==> config.mk <==
export PLATFORM = sky130hd
export DESIGN_NAME = alu_arbiter_flat
export DESIGN_NICKNAME = d
export VERILOG_FILES = /design/src/rtl/alu_arbiter_if.sv /design/src/rtl/alu_arbiter.sv /design/src/flat_wrapper.sv
export SDC_FILE = /design/constraint.sdc
export NUM_CORES = 1
export LEC_CHECK = 0
export CORE_AREA = 2 2 117 119
export CTS_CLUSTER_DIAMETER = 50
export DETAILED_ROUTE_END_ITERATION = 8
export DIE_AREA = 0 0 119 121
export PLACE_DENSITY_LB_ADDON = 0.05
export SKIP_CTS_REPAIR_TIMING = 1
export SYNTH_ARGS = -nofsm -noshare
export SYNTH_HDL_FRONTEND = slang
export SYNTH_SLANG_ARGS = --single-unit
==> constraint.sdc <==
create_clock -name clk -period 2.4 [get_ports clk]
set_input_delay 0.48 -clock clk [delete_from_list [all_inputs] [get_ports clk]]
set_output_delay 0.48 -clock clk [all_outputs]
set_load 0.01 [all_outputs]
==> src/rtl/alu_arbiter_if.sv <==
// Requester-side bundle for alu_arbiter: operation request channel and result response channel.
// Requester i owns slice i of every packed per-requester bus.
interface alu_arbiter_if #(
  parameter int NREQ = 2,
  parameter int W    = 18
);
  logic [NREQ-1:0]   req_valid;
  logic [NREQ-1:0]   req_ready;
  logic [3*NREQ-1:0] req_op;
  logic [W*NREQ-1:0] req_a;
  logic [W*NREQ-1:0] req_b;
  logic [NREQ-1:0]   rsp_valid;
  logic [NREQ-1:0]   rsp_ready;
  logic [W-1:0]      rsp_result;
  logic [3:0]        rsp_flags;
  logic              rsp_err;

  modport master (
    output req_valid, req_op, req_a, req_b, rsp_ready,
    input  req_ready, rsp_valid, rsp_result, rsp_flags, rsp_err
  );

  modport slave (
    input  req_valid, req_op, req_a, req_b, rsp_ready,
    output req_ready, rsp_valid, rsp_result, rsp_flags, rsp_err
  );
endinterface

==> src/rtl/alu_arbiter.sv <==
// Round-robin front end sharing one combinational ALU between NREQ requesters.
// One operation in flight: IDLE (grant + latch operands) -> EXEC (capture ALU) -> RESP (hold until accepted).
module alu_arbiter #(
  parameter int NREQ = 2,
  parameter int W    = 18
) (
  input  logic          clk,
  input  logic          rst,
  alu_arbiter_if.slave  bus,
  output logic [W-1:0]  alu_a,
  output logic [W-1:0]  alu_b,
  output logic [2:0]    alu_ctrl,
  input  logic [W-1:0]  alu_result,
  input  logic [3:0]    alu_flags
);

  localparam int IDXW = (NREQ > 1) ? $clog2(NREQ) : 1;

  typedef logic [IDXW-1:0] idx_t;
  typedef enum logic [1:0] {IDLE = 2'd0, EXEC = 2'd1, RESP = 2'd2} state_t;

  state_t          state, state_nxt;
  idx_t            ptr, winner, pick;
  logic            found;
  logic [NREQ-1:0] grant;
  logic [NREQ-1:0] winner_onehot;
  logic [2:0]      pick_op;
  logic [W-1:0]    pick_a, pick_b;
  logic            pick_illegal, pick_div_zero;
  logic            illegal_q, div_zero_q;

  // Search from the pointer upward with wrap-around; first pending requester wins.
  // NOTE: every always_comb output gets a default before any branch so no latch is inferred.
  always_comb begin : rr_pick
    int idx;
    idx   = 0;
    found = 1'b0;
    pick  = ptr;
    for (int k = 0; k < NREQ; k++) begin
      idx = int'(ptr) + k;
      if (idx >= NREQ) idx = idx - NREQ;
      if (!found && bus.req_valid[idx]) begin
        found = 1'b1;
        pick  = idx_t'(idx);
      end
    end
  end

  always_comb begin
    grant = '0;
    if (state == IDLE && found) grant[pick] = 1'b1;
    winner_onehot = '0;
    winner_onehot[winner] = 1'b1;
  end

  assign bus.req_ready = grant;

  always_comb begin
    pick_op       = bus.req_op[int'(pick)*3 +: 3];
    pick_a        = bus.req_a[int'(pick)*W +: W];
    pick_b        = bus.req_b[int'(pick)*W +: W];
    pick_illegal  = (pick_op > 3'b100);
    pick_div_zero = (pick_op == 3'b011) && (pick_b == '0);
  end

  // NOTE: sequential state uses non-blocking assignments so every register samples pre-edge values.
  always_ff @(posedge clk or posedge rst) begin
    if (rst) state <= IDLE;
    else     state <= state_nxt;
  end

  always_comb begin
    state_nxt = state;
    case (state)
      IDLE:    if (found) state_nxt = EXEC;
      EXEC:    state_nxt = RESP;
      RESP:    if (bus.rsp_ready[winner]) state_nxt = IDLE;
      default: state_nxt = IDLE;
    endcase
  end

  always_ff @(posedge clk or posedge rst) begin
    if (rst) begin
      ptr            <= '0;
      winner         <= '0;
      alu_a          <= '0;
      alu_b          <= '0;
      alu_ctrl       <= '0;
      illegal_q      <= 1'b0;
      div_zero_q     <= 1'b0;
      bus.rsp_result <= '0;
      bus.rsp_flags  <= '0;
      bus.rsp_err    <= 1'b0;
      bus.rsp_valid  <= '0;
    end else begin
      case (state)
        IDLE: if (found) begin
          winner      <= pick;
          ptr         <= (int'(pick) == NREQ - 1) ? idx_t'(0) : pick + idx_t'(1);
          // Illegal codes are neutralised so the ALU sees a harmless 0 + 0.
          alu_ctrl    <= pick_illegal ? 3'b000 : pick_op;
          alu_a       <= pick_illegal ? '0 : pick_a;
          alu_b       <= pick_illegal ? '0 : pick_b;
          illegal_q   <= pick_illegal;
          div_zero_q  <= pick_div_zero;
          bus.rsp_err <= pick_illegal | pick_div_zero;
        end
        EXEC: begin
          if (div_zero_q)     bus.rsp_result <= '1;
          else if (illegal_q) bus.rsp_result <= '0;
          else                bus.rsp_result <= alu_result;
          bus.rsp_flags <= div_zero_q ? 4'b0000 : alu_flags;
          bus.rsp_valid <= winner_onehot;
        end
        RESP: if (bus.rsp_ready[winner]) bus.rsp_valid <= '0;
        default: ;
      endcase
    end
  end

endmodule

==> src/flat_wrapper.sv <==
// flat-port wrapper written by rule: the top's interface ports become plain ports
module alu_arbiter_flat 
#(
  parameter int NREQ = 2,
  parameter int W    = 18
)
  (clk, rst, alu_a, alu_b, alu_ctrl, alu_result, alu_flags, bus_req_valid, bus_req_op, bus_req_a, bus_req_b, bus_rsp_ready, bus_req_ready, bus_rsp_valid, bus_rsp_result, bus_rsp_flags, bus_rsp_err);
  alu_arbiter_if #(.NREQ(NREQ), .W(W)) bus_i ();
  input  logic clk;
  input  logic rst;
  output logic [W-1:0] alu_a;
  output logic [W-1:0] alu_b;
  output logic [2:0] alu_ctrl;
  input  logic [W-1:0] alu_result;
  input  logic [3:0] alu_flags;
  input wire logic [$bits(bus_i.req_valid)-1:0] bus_req_valid;
  input wire logic [$bits(bus_i.req_op)-1:0] bus_req_op;
  input wire logic [$bits(bus_i.req_a)-1:0] bus_req_a;
  input wire logic [$bits(bus_i.req_b)-1:0] bus_req_b;
  input wire logic [$bits(bus_i.rsp_ready)-1:0] bus_rsp_ready;
  output wire logic [$bits(bus_i.req_ready)-1:0] bus_req_ready;
  output wire logic [$bits(bus_i.rsp_valid)-1:0] bus_rsp_valid;
  output wire logic [$bits(bus_i.rsp_result)-1:0] bus_rsp_result;
  output wire logic [$bits(bus_i.rsp_flags)-1:0] bus_rsp_flags;
  output wire logic [$bits(bus_i.rsp_err)-1:0] bus_rsp_err;
  assign bus_i.req_valid = bus_req_valid;
  assign bus_i.req_op = bus_req_op;
  assign bus_i.req_a = bus_req_a;
  assign bus_i.req_b = bus_req_b;
  assign bus_i.rsp_ready = bus_rsp_ready;
  assign bus_req_ready = bus_i.req_ready;
  assign bus_rsp_valid = bus_i.rsp_valid;
  assign bus_rsp_result = bus_i.rsp_result;
  assign bus_rsp_flags = bus_i.rsp_flags;
  assign bus_rsp_err = bus_i.rsp_err;
  alu_arbiter #(.NREQ(NREQ), .W(W)) u_core (.clk(clk), .rst(rst), .bus(bus_i), .alu_a(alu_a), .alu_b(alu_b), .alu_ctrl(alu_ctrl), .alu_result(alu_result), .alu_flags(alu_flags));
endmodule
Word-level counts from Yosys, hierarchy flattened --
Cells that the tools add are included.
Storage, ports and cells: register bits 70, output and inout bits 66
Cells by class: $add $sub $neg 4, $mul 2, $lt $le $gt $ge 9, eq/ne operators 5, shifts and indexed selects 3, muxes and demuxes 30, bitwise logic cells 1, reduce and logical (&&, ||, !) cells 12
Operator list (number):
- 18-bit two-way mux | 4
- 36-bit by 32-bit variable part select with 18-bit output | 2
- 32-bit by 3-bit < comparator with 1-bit output (second input constant) | 2
- 32-bit two-way mux | 2
- 32-bit by 3-bit greater-or-equal comparator with 1-bit output (second input constant) | 1
- 6-bit by 32-bit variable part select with 3-bit output | 1
- 32-bit by 3-bit subtractor with 32-bit output (second input constant) | 1
- 18-bit logical NOT | 1
- 1-bit two-way mux | 15
- 2-bit two-way mux | 3
- 2-bit case mux with 3 select lines | 1
- 2-bit AND reduction | 3
- 1-bit logical AND | 5
- 1-bit by 4-bit multiplier with 5-bit output (second input constant) | 1
- 1-bit by 2-bit < comparator with 1-bit output (second input constant) | 2
- 4-bit two-way mux | 1
- 2-bit by 1-bit != test with 1-bit output (second input constant) | 2
- 2-bit case mux with 2 select lines | 1
- 3-bit by 2-bit equality test with 1-bit output (second input constant) | 1
- 3-bit greater-than comparator (second input constant) | 1
- 1-bit by 2-bit multiplier with 3-bit output (second input constant) | 1
- 3-bit two-way mux | 1
- 1-bit by 2-bit subtractor with 3-bit output (second input constant) | 1
- 1-bit by 1-bit adder with 2-bit output (second input constant) | 1
- 10 further kinds | 12

Depth between registers and ports, before layout --
depth in word-level cells 14, depth in mapped cells 8, mapped depth without buffers 6

Worst setup path after synthesis --
No wires, ideal clock.
kind input -> register, start point input bus_req_valid[0], end point register u_core.bus.rsp_err, library setup time 67 ps, arrival 1921 ps, slack 412 ps, stages 8, buffers on the path 2, path through inv_1 maj3_2 buf_6 buf_8 mux2i_1 nand4b_1 or4_4 nand3_2
On the way: longest elaborated chain between the ends 12, elaborated cells on any way between the ends 22, classes of those cells mul (2); order compare (1); eq/ne (1); shift (2); mux (10); bitwise (1); reduce/logical (5)
RTL lines:
- start: declaration | RTL line flat_wrapper.sv:16 | input wire logic [$bits(bus_i.req_valid)-1:0] bus_req_valid;
- 1-bit two-way mux (implied by the code) (3 in a row) | RTL line alu_arbiter.sv:42 | if (!found && bus.req_valid[idx]) begin
- 1-bit two-way mux | RTL line alu_arbiter.sv:42
- 1-bit logical NOT | RTL line alu_arbiter.sv:42
- 1-bit logical AND | RTL line alu_arbiter.sv:42
- 1-bit two-way mux | RTL line alu_arbiter.sv:42
- 1-bit by 4-bit multiplier with 5-bit output or 1-bit by 2-bit multiplier with 3-bit output (tied branches) | RTL line alu_arbiter.sv:61, alu_arbiter.sv:59
- 36-bit by 32-bit variable part select with 18-bit output or 6-bit by 32-bit variable part select with 3-bit output (tied branches) | RTL line alu_arbiter.sv:61, alu_arbiter.sv:59
- 18-bit logical NOT or 3-bit by 2-bit equality test with 1-bit output (tied branches) | RTL line alu_arbiter.sv:63 | pick_div_zero = (pick_op == 3'b011) && (pick_b == '0);
- 1-bit logical AND | RTL line alu_arbiter.sv:63
- 1-bit bitwise OR | RTL line alu_arbiter.sv:106 | bus.rsp_err <= pick_illegal | pick_div_zero;
- end signal: assignment | RTL line alu_arbiter.sv:106
- end: declaration | RTL line alu_arbiter_if.sv:25 | output req_ready, rsp_valid, rsp_result, rsp_flags, rsp_err
Several ways; a longest one is shown, not always the timed one. The select of a mux whose other input is x is not followed. A chain may end at the register's enable or synchronous reset.

Final worst setup path --
Ends and elaborated chain as after synthesis.

==> metrics.txt <==
# TYPE chip_impl_metric gauge
chip_impl_info{name="outcome",value="completed"} 1
chip_impl_metric{name="cts-htree-levels",unit=""} 3
chip_impl_metric{name="synth-seq-cells",unit=""} 70
chip_impl_metric{name="timing.final.crit_share",unit="%"} 95.0
chip_impl_metric{name="gp_congestion",unit=""} 0.765
chip_impl_info{name="layout_commonest_cell",value="sky130_fd_sc_hd__clkdlybuf4s50_1"} 1
chip_impl_metric{name="worstMarginPinSlew",unit="ns"} 0.725
chip_impl_metric{name="finalSetupViolations",unit=""} 0
chip_impl_metric{name="finalWorstPathRequiredPeriod",unit="ns"} 2.28
chip_impl_info{name="r2r-start",value="u_core.ptr"} 1
chip_impl_metric{name="detail_route.wl_per_cell",unit="um"} 14.7
chip_impl_metric{name="antenna_violating_nets_post_route",unit=""} 0
chip_impl_metric{name="count_of_clock_tree_sinks",unit=""} 70
chip_impl_metric{name="synth-edff-count",unit=""} 0
chip_impl_info{name="crit_path_end",value="u_core.bus.rsp_err"} 1
chip_impl_metric{name="r2r.worst_path.cells",unit=""} 7
chip_impl_metric{name="synth.yosys.warnings",unit=""} 0
chip_impl_metric{name="area_growth_syn_to_layout",unit="%"} 76.1
chip_impl_info{name="timing.hold.worst.class",value="input port to asynchronous set/reset pin"} 1
chip_impl_metric{name="max-slew-margin-rel",unit="%"} 51.6
chip_impl_metric{name="rrSetupSlack",unit="ns"} 0.39
chip_impl_metric{name="setup-tns-final",unit="ns"} 0
chip_impl_metric{name="nNetsFinal",unit=""} 621
chip_impl_metric{name="power.density",unit="nW/um2"} 1100
chip_impl_info{name="timing.critical_path.from",value="bus_req_valid[0]"} 1
chip_impl_info{name="most_instantiated_flip_flop_cell_in_the_synthesis_netlist",value="sky130_fd_sc_hd__dfrtp_1"} 1
chip_impl_metric{name="layout_setup_ws",unit="ns"} 0.119
chip_impl_metric{name="clk_transition_reported_paths",unit="ns"} 0.05
chip_impl_metric{name="detail_route.first_pass.iterations",unit=""} 4
chip_impl_metric{name="maxCapViolations",unit=""} 0
chip_impl_metric{name="power.clock.fraction",unit="%"} 22.5
chip_impl_metric{name="p_sw_share",unit="%"} 34.1
chip_impl_metric{name="grt_antenna_before_repair",unit=""} 0
chip_impl_metric{name="max_clock_freq",unit="MHz"} 438
chip_impl_metric{name="synthCells",unit=""} 328
chip_impl_metric{name="clkLatencyLatePin",unit="ns"} 0.33
chip_impl_metric{name="dieArea",unit="um2"} 14400
chip_impl_metric{name="synth.yosys.seq_area_share",unit="%"} 54.7
chip_impl_metric{name="cp_data_required_time",unit="ns"} 2.66
chip_impl_info{name="mostFrequentLayoutCells",value="sky130_fd_sc_hd__clkdlybuf4s50_1 (169), sky130_fd_sc_hd__nand2_1 (74), sky130_fd_sc_hd__dfrtp_1 (70)"} 1
chip_impl_metric{name="grt_util_all_layers",unit="%"} 14.6
chip_impl_metric{name="crit_arrival",unit="ns"} 2.54
chip_impl_metric{name="floorplan.die.width",unit="um"} 119
chip_impl_metric{name="vias_per_cell",unit=""} 4.39
chip_impl_metric{name="placeableCoreArea",unit="um2"} 13100
chip_impl_metric{name="final-max-slew-violation-count",unit=""} 0
chip_impl_metric{name="tritoncts.num_buffers",unit=""} 9
chip_impl_metric{name="fp.dieH",unit="um"} 121
chip_impl_metric{name="finalClockSkew",unit="ns"} 0.00607
chip_impl_metric{name="post_synth_instance_area",unit="um2"} 3200
chip_impl_metric{name="p_leak",unit="nW"} 2.40
chip_impl_info{name="cts_root_buffer",value="sky130_fd_sc_hd__clkbuf_16"} 1
chip_impl_metric{name="port_buffers",unit=""} 171
chip_impl_metric{name="worst_vdd_ir",unit="V"} 0.000377
chip_impl_metric{name="rows",unit=""} 42
chip_impl_metric{name="diodes",unit=""} 0
chip_impl_metric{name="drc",unit=""} 0
chip_impl_metric{name="global_route_wire_length_before_repair",unit="mm"} 16.5
chip_impl_metric{name="wirelength",unit="mm"} 10.2
chip_impl_metric{name="postSynthNetCount",unit=""} 434
chip_impl_info{name="critical_path_endpoint_category",value="flop"} 1
chip_impl_metric{name="ys_types",unit=""} 32
chip_impl_metric{name="initialDrtViolationCount",unit=""} 157
chip_impl_metric{name="psw",unit="mW"} 2.12
chip_impl_metric{name="initial_utilization",unit="%"} 24.5
chip_impl_metric{name="globalRoute.totalOverflow",unit=""} 0
chip_impl_metric{name="grt_start_max_net_pins",unit=""} 65
chip_impl_info{name="cts_tree",value="yes"} 1
chip_impl_metric{name="max-clock-path-buffers",unit=""} 2
chip_impl_metric{name="report.final.hold_viol_count",unit=""} 0
chip_impl_info{name="worst_setup_sp_type",value="input port"} 1
chip_impl_metric{name="crit_fanout",unit=""} 8
chip_impl_metric{name="asyncSetResetFlopFracSynth",unit="%"} 100
chip_impl_metric{name="via_count_of_the_first_global_routing_pass",unit=""} 3178
chip_impl_metric{name="dr_total_vias",unit=""} 3053
chip_impl_info{name="rsz0062_at_grt",value="false"} 1
chip_impl_info{name="path_class",value="input port to flop"} 1
chip_impl_metric{name="combPwrFrac",unit="%"} 46.0
chip_impl_metric{name="io_pins",unit=""} 172
chip_impl_metric{name="dp_hpwl",unit="mm"} 7.76
chip_impl_metric{name="layout-drive-gt1-share",unit="%"} 9.81
chip_impl_metric{name="seq_power_share",unit="%"} 31.5
chip_impl_metric{name="postSynthAreaPerCell",unit="um2"} 9.77
chip_impl_metric{name="intPower",unit="mW"} 4.10
chip_impl_info{name="r2r_end",value="u_core.bus.rsp_err"} 1
chip_impl_metric{name="post-place-ws",unit="ns"} -0.216
==> worst min-delay path by stage <==
stage / startpoint / to
floorplan: u_core.state[1] / u_core.bus.rsp_valid[0]
global placement: u_core.alu_a[10] / u_core.alu_a[10]
detailed placement: u_core.alu_b[8] / u_core.alu_b[8]
CTS: rst / u_core.alu_b[3]
global route: rst / u_core.alu_b[3]
finish: rst / u_core.bus.rsp_flags[3]
==> layer usage <==
metal,track usage [%],wire [um],share of wire (%)
met3,4.75,735,7.2
met2,24.0,4760,46
met1,18.1,4600,45
met5,0,0,0
met4,4.99,149,1.5
==> synth_stat cells (all sizes together) (2+ instances only) <==
master / count / share of area (%)
nand2: 74 / 8.7
dfrtp: 70 / 55
o21ai: 42 / 6.6
mux2i: 22 / 6.9
a21oi: 21 / 3.4
clkbuf: 21 / 2.5
o31ai: 21 / 4.9
a22oi: 18 / 4.2
nand2b: 5 / 0.98
nor2: 5 / 0.59
buf: 4 / 1.1
inv: 3 / 0.35
nor4: 3 / 0.59
a21o: 2 / 0.47
nand3: 2 / 0.47
nand4b: 2 / 0.55
nor2b: 2 / 0.39
or4: 2 / 0.59
==> per-stage QoR <==
stage	cells	hold slack (ns)	utilization (%)	area (um2)	total power [mW]
2_1_floorplan	328	0.462	-	3200	3.30
3_3_place_gp	680	0.461	40.6	5320	4.85
3_5_place_dp	680	0.468	40.6	5320	4.89
4_1_cts	696	0.478	43.0	5630	6.33
5_1_grt	696	0.498	43.1	5640	6.70
6_report	696	0.473	43.1	5640	6.22
==> cells by family after synthesis <==
family	after synthesis	share of synthesized area, %
AOI/OAI and AO/OA	107	20.3
DFF	70	54.7
adders and majority gates	1	0.352
buffers and inverters	29	4.06
and+or+nand+nor	98	13.4
muxes	23	7.23
==> flip-flops by register name, summed over array words and instances (netlist names), 2 cells and up <==
| name | cells |
|---|---|
| u_core.alu_a | 18 |
| u_core.alu_b | 18 |
| u_core.alu_ctrl | 3 |
| u_core.bus.rsp_flags | 4 |
| u_core.bus.rsp_result | 18 |
| u_core.bus.rsp_valid | 2 |
| u_core.state | 2 |
==> final cells by class <==
cell class,count,area [um2]
fillers,1294,7450
inverters,4,15.0
clock buffers,13,240
clock inverters,3,68.8
repair buffers,201,2000
well taps,176,220
multi-input cells,229,1340
flip-flops and latches,70,1750
==> critical path, stage by stage <==
cell and delay (ns):
sky130_fd_sc_hd__clkdlybuf4s50_1 0.48, sky130_fd_sc_hd__inv_1 0.05, sky130_fd_sc_hd__maj3_2 0.37, sky130_fd_sc_hd__buf_12 0.17, sky130_fd_sc_hd__buf_12 0.13, sky130_fd_sc_hd__mux2i_1 0.21, sky130_fd_sc_hd__nand4_1 0.12, sky130_fd_sc_hd__or4_4 0.44
sky130_fd_sc_hd__nand3_2 0.09
==> power groups by stage <==
stage,sequential (mW),combinational [mW],clock [mW]
final,1.96,2.86,1.40
after global routing,2.04,3.17,1.49
after CTS,1.96,2.92,1.45
after detailed placement,1.98,2.91,0
after global placement,1.96,2.89,0
after floorplan,2.16,1.14,0
Note: power is estimated with default switching activity, not from simulation.
